[src/rtl/flex_counter_pkg.sv]
// rtl/flex_counter_pkg.sv - shared types and constants for the flexible counter
package flex_counter_pkg;

  typedef enum logic {DIR_UP, DIR_DOWN} dir_e;
  typedef enum logic {MODE_WRAP, MODE_SAT} mode_e;

  // Counting down terminates at 1, so the range matches counting up (1..rollover).
  localparam int unsigned DOWN_TERMINAL = 1;

endpackage

[src/rtl/flex_counter_ch.sv]
// rtl/flex_counter_ch.sv - one counter channel: next-count logic, count/flag/pulse registers
module flex_counter_ch
  import flex_counter_pkg::*;
#(
  parameter int W = 4
) (
  input  logic         clk,
  input  logic         rst,
  input  logic         clear_i,
  input  logic         load_i,
  input  logic [W-1:0] load_val_i,
  input  logic         en_i,
  input  logic         down_i,
  input  logic         sat_i,
  input  logic [W-1:0] rollover_i,
  output logic [W-1:0] count_o,
  output logic         flag_o,
  output logic         pulse_o,
  output logic         wrap_evt_o
);

  localparam logic [W-1:0] ONE      = W'(1);
  localparam logic [W-1:0] DOWN_TRM = W'(DOWN_TERMINAL);

  dir_e         dir;
  mode_e        mode;
  logic [W-1:0] count_q, count_d;
  logic         flag_q, flag_d;
  logic         pulse_q;
  logic         evt;
  logic [W-1:0] terminal;

  assign dir      = dir_e'(down_i);
  assign mode     = mode_e'(sat_i);
  assign terminal = (dir == DIR_DOWN) ? DOWN_TRM : rollover_i;

  always_comb begin
    count_d = count_q;
    evt     = 1'b0;
    if (clear_i || rollover_i == '0) begin
      count_d = '0;
    end else if (load_i) begin
      count_d = load_val_i;
    end else if (en_i) begin
      if (dir == DIR_UP) begin
        if (count_q >= rollover_i) begin
          if (mode == MODE_WRAP) begin
            count_d = ONE;
            evt     = 1'b1;
          end
        end else begin
          count_d = count_q + ONE;
        end
      end else begin
        if (count_q <= DOWN_TRM) begin
          if (mode == MODE_WRAP) begin
            count_d = rollover_i;
            evt     = 1'b1;
          end
        end else begin
          count_d = count_q - ONE;
        end
      end
    end
  end

  // Flag is computed from the next count so it lines up with count_o.
  assign flag_d = (count_d == terminal) && (rollover_i != '0);

  always_ff @(posedge clk) begin
    if (rst) begin
      count_q <= '0;
      flag_q  <= 1'b0;
      pulse_q <= 1'b0;
    end else begin
      count_q <= count_d;
      flag_q  <= flag_d;
      pulse_q <= evt;
    end
  end

  assign count_o    = count_q;
  assign flag_o     = flag_q;
  assign pulse_o    = pulse_q;
  assign wrap_evt_o = evt;

endmodule

[src/rtl/flex_counter_mc.sv]
// rtl/flex_counter_mc.sv - NUM_CH independent or cascaded flexible counters
module flex_counter_mc
  import flex_counter_pkg::*;
#(
  parameter int NUM_CNT_BITS = 4,
  parameter int NUM_CH       = 2,
  parameter bit CASCADE      = 1'b0
) (
  input  logic                           clk,
  input  logic                           rst,
  input  logic [NUM_CH-1:0]              clear,
  input  logic [NUM_CH-1:0]              load,
  input  logic [NUM_CH*NUM_CNT_BITS-1:0] load_val,
  input  logic [NUM_CH-1:0]              count_enable,
  input  logic [NUM_CH-1:0]              count_down,
  input  logic [NUM_CH-1:0]              saturate,
  input  logic [NUM_CH*NUM_CNT_BITS-1:0] rollover_val,
  output logic [NUM_CH*NUM_CNT_BITS-1:0] count_out,
  output logic [NUM_CH-1:0]              rollover_flag,
  output logic [NUM_CH-1:0]              wrap_pulse
);

  for (genvar k = 0; k < NUM_CH; k++) begin : g_ch
    logic en_w;
    logic evt_w;

    // Cascaded channels ripple the carry combinationally within one edge.
    if (CASCADE && k > 0) begin : g_casc
      assign en_w = count_enable[k] & g_ch[k-1].evt_w;
    end else begin : g_solo
      assign en_w = count_enable[k];
    end

    flex_counter_ch #(
      .W(NUM_CNT_BITS)
    ) u_ch (
      .clk       (clk),
      .rst       (rst),
      .clear_i   (clear[k]),
      .load_i    (load[k]),
      .load_val_i(load_val[k*NUM_CNT_BITS +: NUM_CNT_BITS]),
      .en_i      (en_w),
      .down_i    (count_down[k]),
      .sat_i     (saturate[k]),
      .rollover_i(rollover_val[k*NUM_CNT_BITS +: NUM_CNT_BITS]),
      .count_o   (count_out[k*NUM_CNT_BITS +: NUM_CNT_BITS]),
      .flag_o    (rollover_flag[k]),
      .pulse_o   (wrap_pulse[k]),
      .wrap_evt_o(evt_w)
    );
  end

endmodule

[config.mk]
export PLATFORM = sky130hd
export DESIGN_NAME = flex_counter_mc
export DESIGN_NICKNAME = d
export VERILOG_FILES = /design/src/rtl/flex_counter_pkg.sv /design/src/rtl/flex_counter_ch.sv /design/src/rtl/flex_counter_mc.sv
export SDC_FILE = /design/constraint.sdc
export NUM_CORES = 1
export LEC_CHECK = 0
export CAP_MARGIN = 25
export CORE_ASPECT_RATIO = 0.6
export CORE_UTILIZATION = 53
export DETAILED_ROUTE_END_ITERATION = 10
export GPL_ROUTABILITY_DRIVEN = 0
export GPL_TIMING_DRIVEN = 0
export PLACE_DENSITY = 0.8
export SLEW_MARGIN = 0
export SYNTH_ARGS = -nofsm -noshare
export SYNTH_HDL_FRONTEND = slang
export SYNTH_HIERARCHICAL = 1
export SYNTH_SLANG_ARGS = --single-unit
[constraint.sdc]
create_clock -name clk -period 2.9 [get_ports clk]
set_input_delay 0.435 -clock clk [delete_from_list [all_inputs] [get_ports clk]]
set_output_delay 0.435 -clock clk [all_outputs]
set_load 0.03 [all_outputs]
== Yosys cells after proc, flatten, opt, wreduce, memory -nomap -nowiden ==
Index checks and enable logic that the tools add are counted.
Widths: inputs -> output; s select.

* $add $sub $neg: 4
* Order comparisons: 4
* Eq/ne operators: 2
* Mux-type cells: 26
* Bitwise operators: 2
* Reductions and logical operators: 10

{| class="wikitable"
|+ Operators by type and width
! cell !! number
|-
| $mux 4 || 18
|-
| $add 4x1->4 const B || 2
|-
| $eq 4x4->1 || 2
|-
| $ge 4x4->1 || 2
|-
| $le 4x1->1 const B || 2
|-
| $logic_not 4->1 || 2
|-
| $mux 1 || 8
|-
| $reduce_bool 4->1 || 2
|-
| $reduce_or 4->1 || 2
|-
| $sub 4x1->4 const B || 2
|-
| $logic_and 1x1->1 || 2
|-
| $logic_or 1x1->1 || 2
|-
| $not 1->1 || 2
|}

* Register bits after elaboration: 12
* Input port bits: 28
* Word-level logic and storage cells: 54

== Longest topological paths before layout ==
* Word-level depth: 8
* Gate-level depth with buffers: 10
* Depth with buffers taken out: 9

== By module ==
The synthesis kept the hierarchy.

{| class="wikitable"
|+ Modules (own cells, without submodules)
! module !! instances !! cells each !! area each (um^2) !! sequential area each (um^2)
|-
| flex_counter_ch || 2 || 130 || 998.5 || 120.1
|}

== Worst setup path after synthesis ==
Ideal clock, no wire load.

* Path kind: register to register
* Start: register g_ch[0].u_ch.count_q[0]
* End: register g_ch[0].u_ch.flag_q
* Library setup time: 0.118 ns
* Data arrival time: 2.638 ns
* Data required time: 2.782 ns
* Setup slack: 0.144 ns
* Cell stages (with the launch flop): 11
* Period minus slack after synthesis: 2.756 ns
* Path through: dfxtp_1 clkbuf_1 inv_1 ha_1 nand2b_4 a2111oi_4 nor3_1 o311ai_4 mux2i_1 nand2_1 o2111a_1

* Word-level cells in the longest chain between the ends: 8
* Elaborated cells between the ends (all ways): 14
* Classes of those cells: add/sub (2); order compare (2); eq/ne (1); mux (8); reduce/logical (1)

{| class="wikitable"
|+ RTL lines
! item !! RTL line !! text
|-
| from (decl) || flex_counter_ch.sv:27 || <nowiki>logic [W-1:0] count_q, count_d;</nowiki>
|-
| from (signal assigned) || flex_counter_ch.sv:76 || <nowiki>count_q <= count_d;</nowiki>
|-
| $add 4x1->4 (tied with other cells) || flex_counter_ch.sv:52 || <nowiki>count_d = count_q + ONE;</nowiki>
|-
| $mux 4 (on tied branches) || flex_counter_ch.sv:46, flex_counter_ch.sv:55 ||
|-
| $mux 4 || flex_counter_ch.sv:45 || <nowiki>if (dir == DIR_UP) begin</nowiki>
|-
| $mux 4 * || flex_counter_ch.sv:44 || <nowiki>end else if (en_i) begin</nowiki>
|-
| $mux 4 * || flex_counter_ch.sv:42 || <nowiki>end else if (load_i) begin</nowiki>
|-
| $mux 4 * || flex_counter_ch.sv:40 || <nowiki>if (clear_i || rollover_i == '0) begin</nowiki>
|-
| $eq 4x4->1 * || flex_counter_ch.sv:68 || <nowiki>assign flag_d = (count_d == terminal) && (rollover_i != '0);</nowiki>
|-
| $logic_and 1x1->1 * || flex_counter_ch.sv:68 ||
|-
| to (signal assigned) || flex_counter_ch.sv:77 || <nowiki>flag_q <= flag_d;</nowiki>
|-
| to (decl) || flex_counter_ch.sv:28 || <nowiki>logic flag_q, flag_d;</nowiki>
|}

Every way passes the cells marked *; elsewhere a longest branch is shown, timed or not.
A chain may end at the register's enable or synchronous reset.

== Worst setup path after layout ==
* Start: input rollover_val[6]
* End: register g_ch[1].u_ch.count_q[2]

* Word-level cells in the longest chain between the ends: 6
* Elaborated cells between the ends (all ways): 10
* Classes of those cells: order compare (1); mux (7); reduce/logical (2)

{| class="wikitable"
|+ RTL lines
! item !! RTL line !! text
|-
| from (decl) || flex_counter_mc.sv:17 || <nowiki>input logic [NUM_CH*NUM_CNT_BITS-1:0] rollover_val,</nowiki>
|-
| $ge 4x4->1 or $mux 4 (tied branches) || flex_counter_ch.sv:46, flex_counter_ch.sv:56 ||
|-
| $mux 4 (on tied branches) || flex_counter_ch.sv:46, flex_counter_ch.sv:55 ||
|-
| $mux 4 || flex_counter_ch.sv:45 ||
|-
| $mux 4 || flex_counter_ch.sv:44 ||
|-
| $mux 4 || flex_counter_ch.sv:42 ||
|-
| $mux 4 * || flex_counter_ch.sv:40 ||
|-
| to (signal assigned) || flex_counter_ch.sv:76 ||
|-
| to (decl) || flex_counter_ch.sv:27 ||
|}

Marked as above.

==> flow_metrics.tcl <==
set metrics [dict create \
    synth-edff-count 0 \
    fin_cells 346 \
    antenna_found_initial 0 \
    swShare 0.3855 \
    layout_common_cells "32 x clkdlybuf4s50_1, 24 x inv_1, 19 x nor2_1" \
    io_buffer_count 35 \
    maxCapViolations 0 \
    fin_nets 344 \
    yosysTopAreaCell "dfxtp_1" \
    drt_iter0_drc 347 \
    core_area_mm2 0.003423 \
    status "finished, final reports clean" \
    tightest_slew_ps 548.1 \
    antenna_left 0 \
    clk_pin_slew_ps 50 \
    required_ps 3020 \
    clockPowerShare 0.249 \
    synth.top_cell.area_share 0.1203 \
    syn-num-nets 302 \
    area_growth_pct 25.25 \
    via_per_inst 6.535 \
    fillerInstances 302 \
    cp_common_cell "a21o_1" \
    p_total_uw 736.8 \
    worst-path-max-fanout 3 \
    power_frac_seq 0.247 \
    root_buffer "clkbuf_8" \
    cp-start-kind "input port" \
    fin_crit_sh 0.9832 \
    ys.flop_type "dfxtp_1" \
    clock_skew_ps 2.427 \
    max_clock_freq_mhz 350.7 \
    syn_area_per_cell_um2 7.680 \
    relSlewSlack 0.6334 \
    drv_slew 0 \
    pin_count 40 \
    wl_per_cell_um 17.71 \
    hold_viol_final 0 \
    cts.htree.levels 1 \
    die-area_mm2 0.004025 \
    fin_tns_setup_ps 0 \
    grt_pass1_vias 1907 \
    end_kind "register" \
    cp_cell_sequence "clkdlybuf4s50_1 > inv_1 > ha_1 > a21o_1 > a31o_2 > a221oi_1 > a31oi_1 > a21o_1 > a211oi_1" \
    worstSetupPathType "in -> reg" \
    drive_gt1_frac 0.1462 \
    rows 16 \
    cts_buffer_depth 2 \
    critPathArrivalTime_ps 2970 \
    power_leakage_nw 1.002 \
    grt_usage 0.3125 \
    cts_tree "built" \
    grt_overflow 0 \
    min_path_type "in -> reg" \
    synth.area.top_cells "dfxtp_1 12%, ha_1 8.8%, mux2i_1 5.0%, inv_1 4.5%, nand2b_1 3.8%" \
    num_vias 2261 \
    ir_worst_vdd_mv 0.2151 \
    min_period_ps 2851 \
    synth_cell_type_count 52 \
    slowest_delay_ps 530 \
    die_h_um 49.55 \
    powerDensity_mw_per_mm2 294.6 \
    diodes 0 \
    clock-sinks 12 \
    cts_buffers 3 \
    ys.warnings.count 6 \
    rsz0062_at_grt "false" \
    dp_hpwl_mm 4.789 \
    syn_inst 260 \
    crit_buf_inv 2 \
    routed_wirelength_mm 6.126 \
    cp_top_family "compound AO/OA/AOI/OAI gates" \
    place_inst 340 \
    fin_util 0.7306 \
    synth_seq_area_share 0.1203 \
    layout_commonest_cell "clkdlybuf4s50_1" \
    synth_area_mm2 0.001997 \
    final.hold.worst_slack_ps 606.7 \
    grt_pass1_wl_mm 9.466 \
    ys_seq_elements 12 \
    crit_slowest_cell "clkdlybuf4s50_1" \
    p_sw_uw 284.1 \
    dieWidth_um 81.25 \
    synthArstFlopShare 0 \
    setup_viol 0 \
    initial_utilization 0.5833 \
    intPower_uw 452.7 \
    clkLatencyLatePin_ps 240 \
    comb_power_share 0.504 \
    drcViolationCount 0 \
    grt_max_degree 13 \
    first_pass_iters 5 \
]
[power by group through the flow]
stage | Clock (mW) | Combinational, mW | Sequential (mW)
finish | 0.183 | 0.372 | 0.182
CTS | 0.188 | 0.353 | 0.181
global placement | 0 | 0.346 | 0.184
global route | 0.194 | 0.400 | 0.182
detailed placement | 0 | 0.350 | 0.185
floorplan | 0 | 0.226 | 0.196
[tightest hold or removal path: cells and delay by family]
kind	cells	cell delay [ps]
and+or+nand+nor	2	200
buffers and inverters	1	160
[Yosys cell counts, types with 4 or more instances]
master and number:
nor3_1 8, a21oi_1 8, a211oi_1 4, o311ai_0 4
o2111a_1 4, nor2b_1 8, nand2b_1 12, nand2_1 18
dfxtp_1 12, o21a_1 4, clkbuf_1 6, buf_2 6
inv_1 24, a31oi_1 8, nor4_1 10, a21o_1 4
o21ai_0 10, nor2_1 20, mux2i_1 10, ha_1 14
o22ai_1 4
[path summary, 6_finish.rpt]
check	from	to	slack [ps]	depth (start not counted)
setup / recovery	rollover_val[6]	g_ch[1].u_ch/count_o[2]	50	9
hold / removal	saturate[0]	g_ch[0].u_ch/pulse_o	610	3
setup reg to reg	g_ch[1].u_ch/count_o[0]	g_ch[1].u_ch/flag_o	150	11
hold reg to reg	g_ch[0].u_ch/count_o[1]	g_ch[0].u_ch/count_o[1]	890	4
[stage by stage]
stage	area, um2	setup slack, ps
3_3_place_gp	2404	-273.5
3_5_place_dp	2404	-271.3
2_1_floorplan	1997	144.3
4_1_cts	2461	5.869
6_report	2501	48.83
5_1_grt	2501	1.494
[cell families after synthesis]
kind of cell | after synthesis | share of synthesized area
AOI/OAI and AO/OA | 86 | 0.3747
xor gates and xnor gates | 2 | 0.008774
adders and majority gates | 14 | 0.08772
buffers and inverters | 38 | 0.07644
DFF | 12 | 0.1203
muxes | 10 | 0.05013
and+or+nand+nor | 98 | 0.2819
[repair_timing]
| item | CTS | global route |
|---|---|---|
| pin swaps | 2 | 3 |
| resized for setup | 2 | 9 |
| hold buffers | 0 | 0 |
| endpoints found under the setup margin | 3 | 5 |
| buffers inserted | 0 | 2 |
[routing by layer]
metal / up-vias / global-route usage / routed length, um
li1: 1080 / - / -
met1: 1033 / 0.4950 / 2979
met2: 142 / 0.3992 / 2294
met3: 6 / 0.1167 / 832
met4: 0 / 0.02083 / 19
met5: - / 0 / 0
[registers in the layout (all words and copies together), names as in the netlist]
signal / cells
g_ch.u_ch/pulse_o: 2
g_ch.u_ch/count_o: 8
g_ch.u_ch/flag_o: 2
[cell type report]
cell class / instances / area, um2 / share of cell area
multi-input combinational: 210 / 1618 / 0.6468
timing repair buffer: 37 / 372.9 / 0.1491
sequential: 12 / 241.5 / 0.09655
inverter: 24 / 90.09 / 0.03602
buffer: 14 / 67.56 / 0.02701
tap: 45 / 56.30 / 0.02251
clock buffer: 4 / 55.05 / 0.02201
Power figures use the tool's default switching activity.
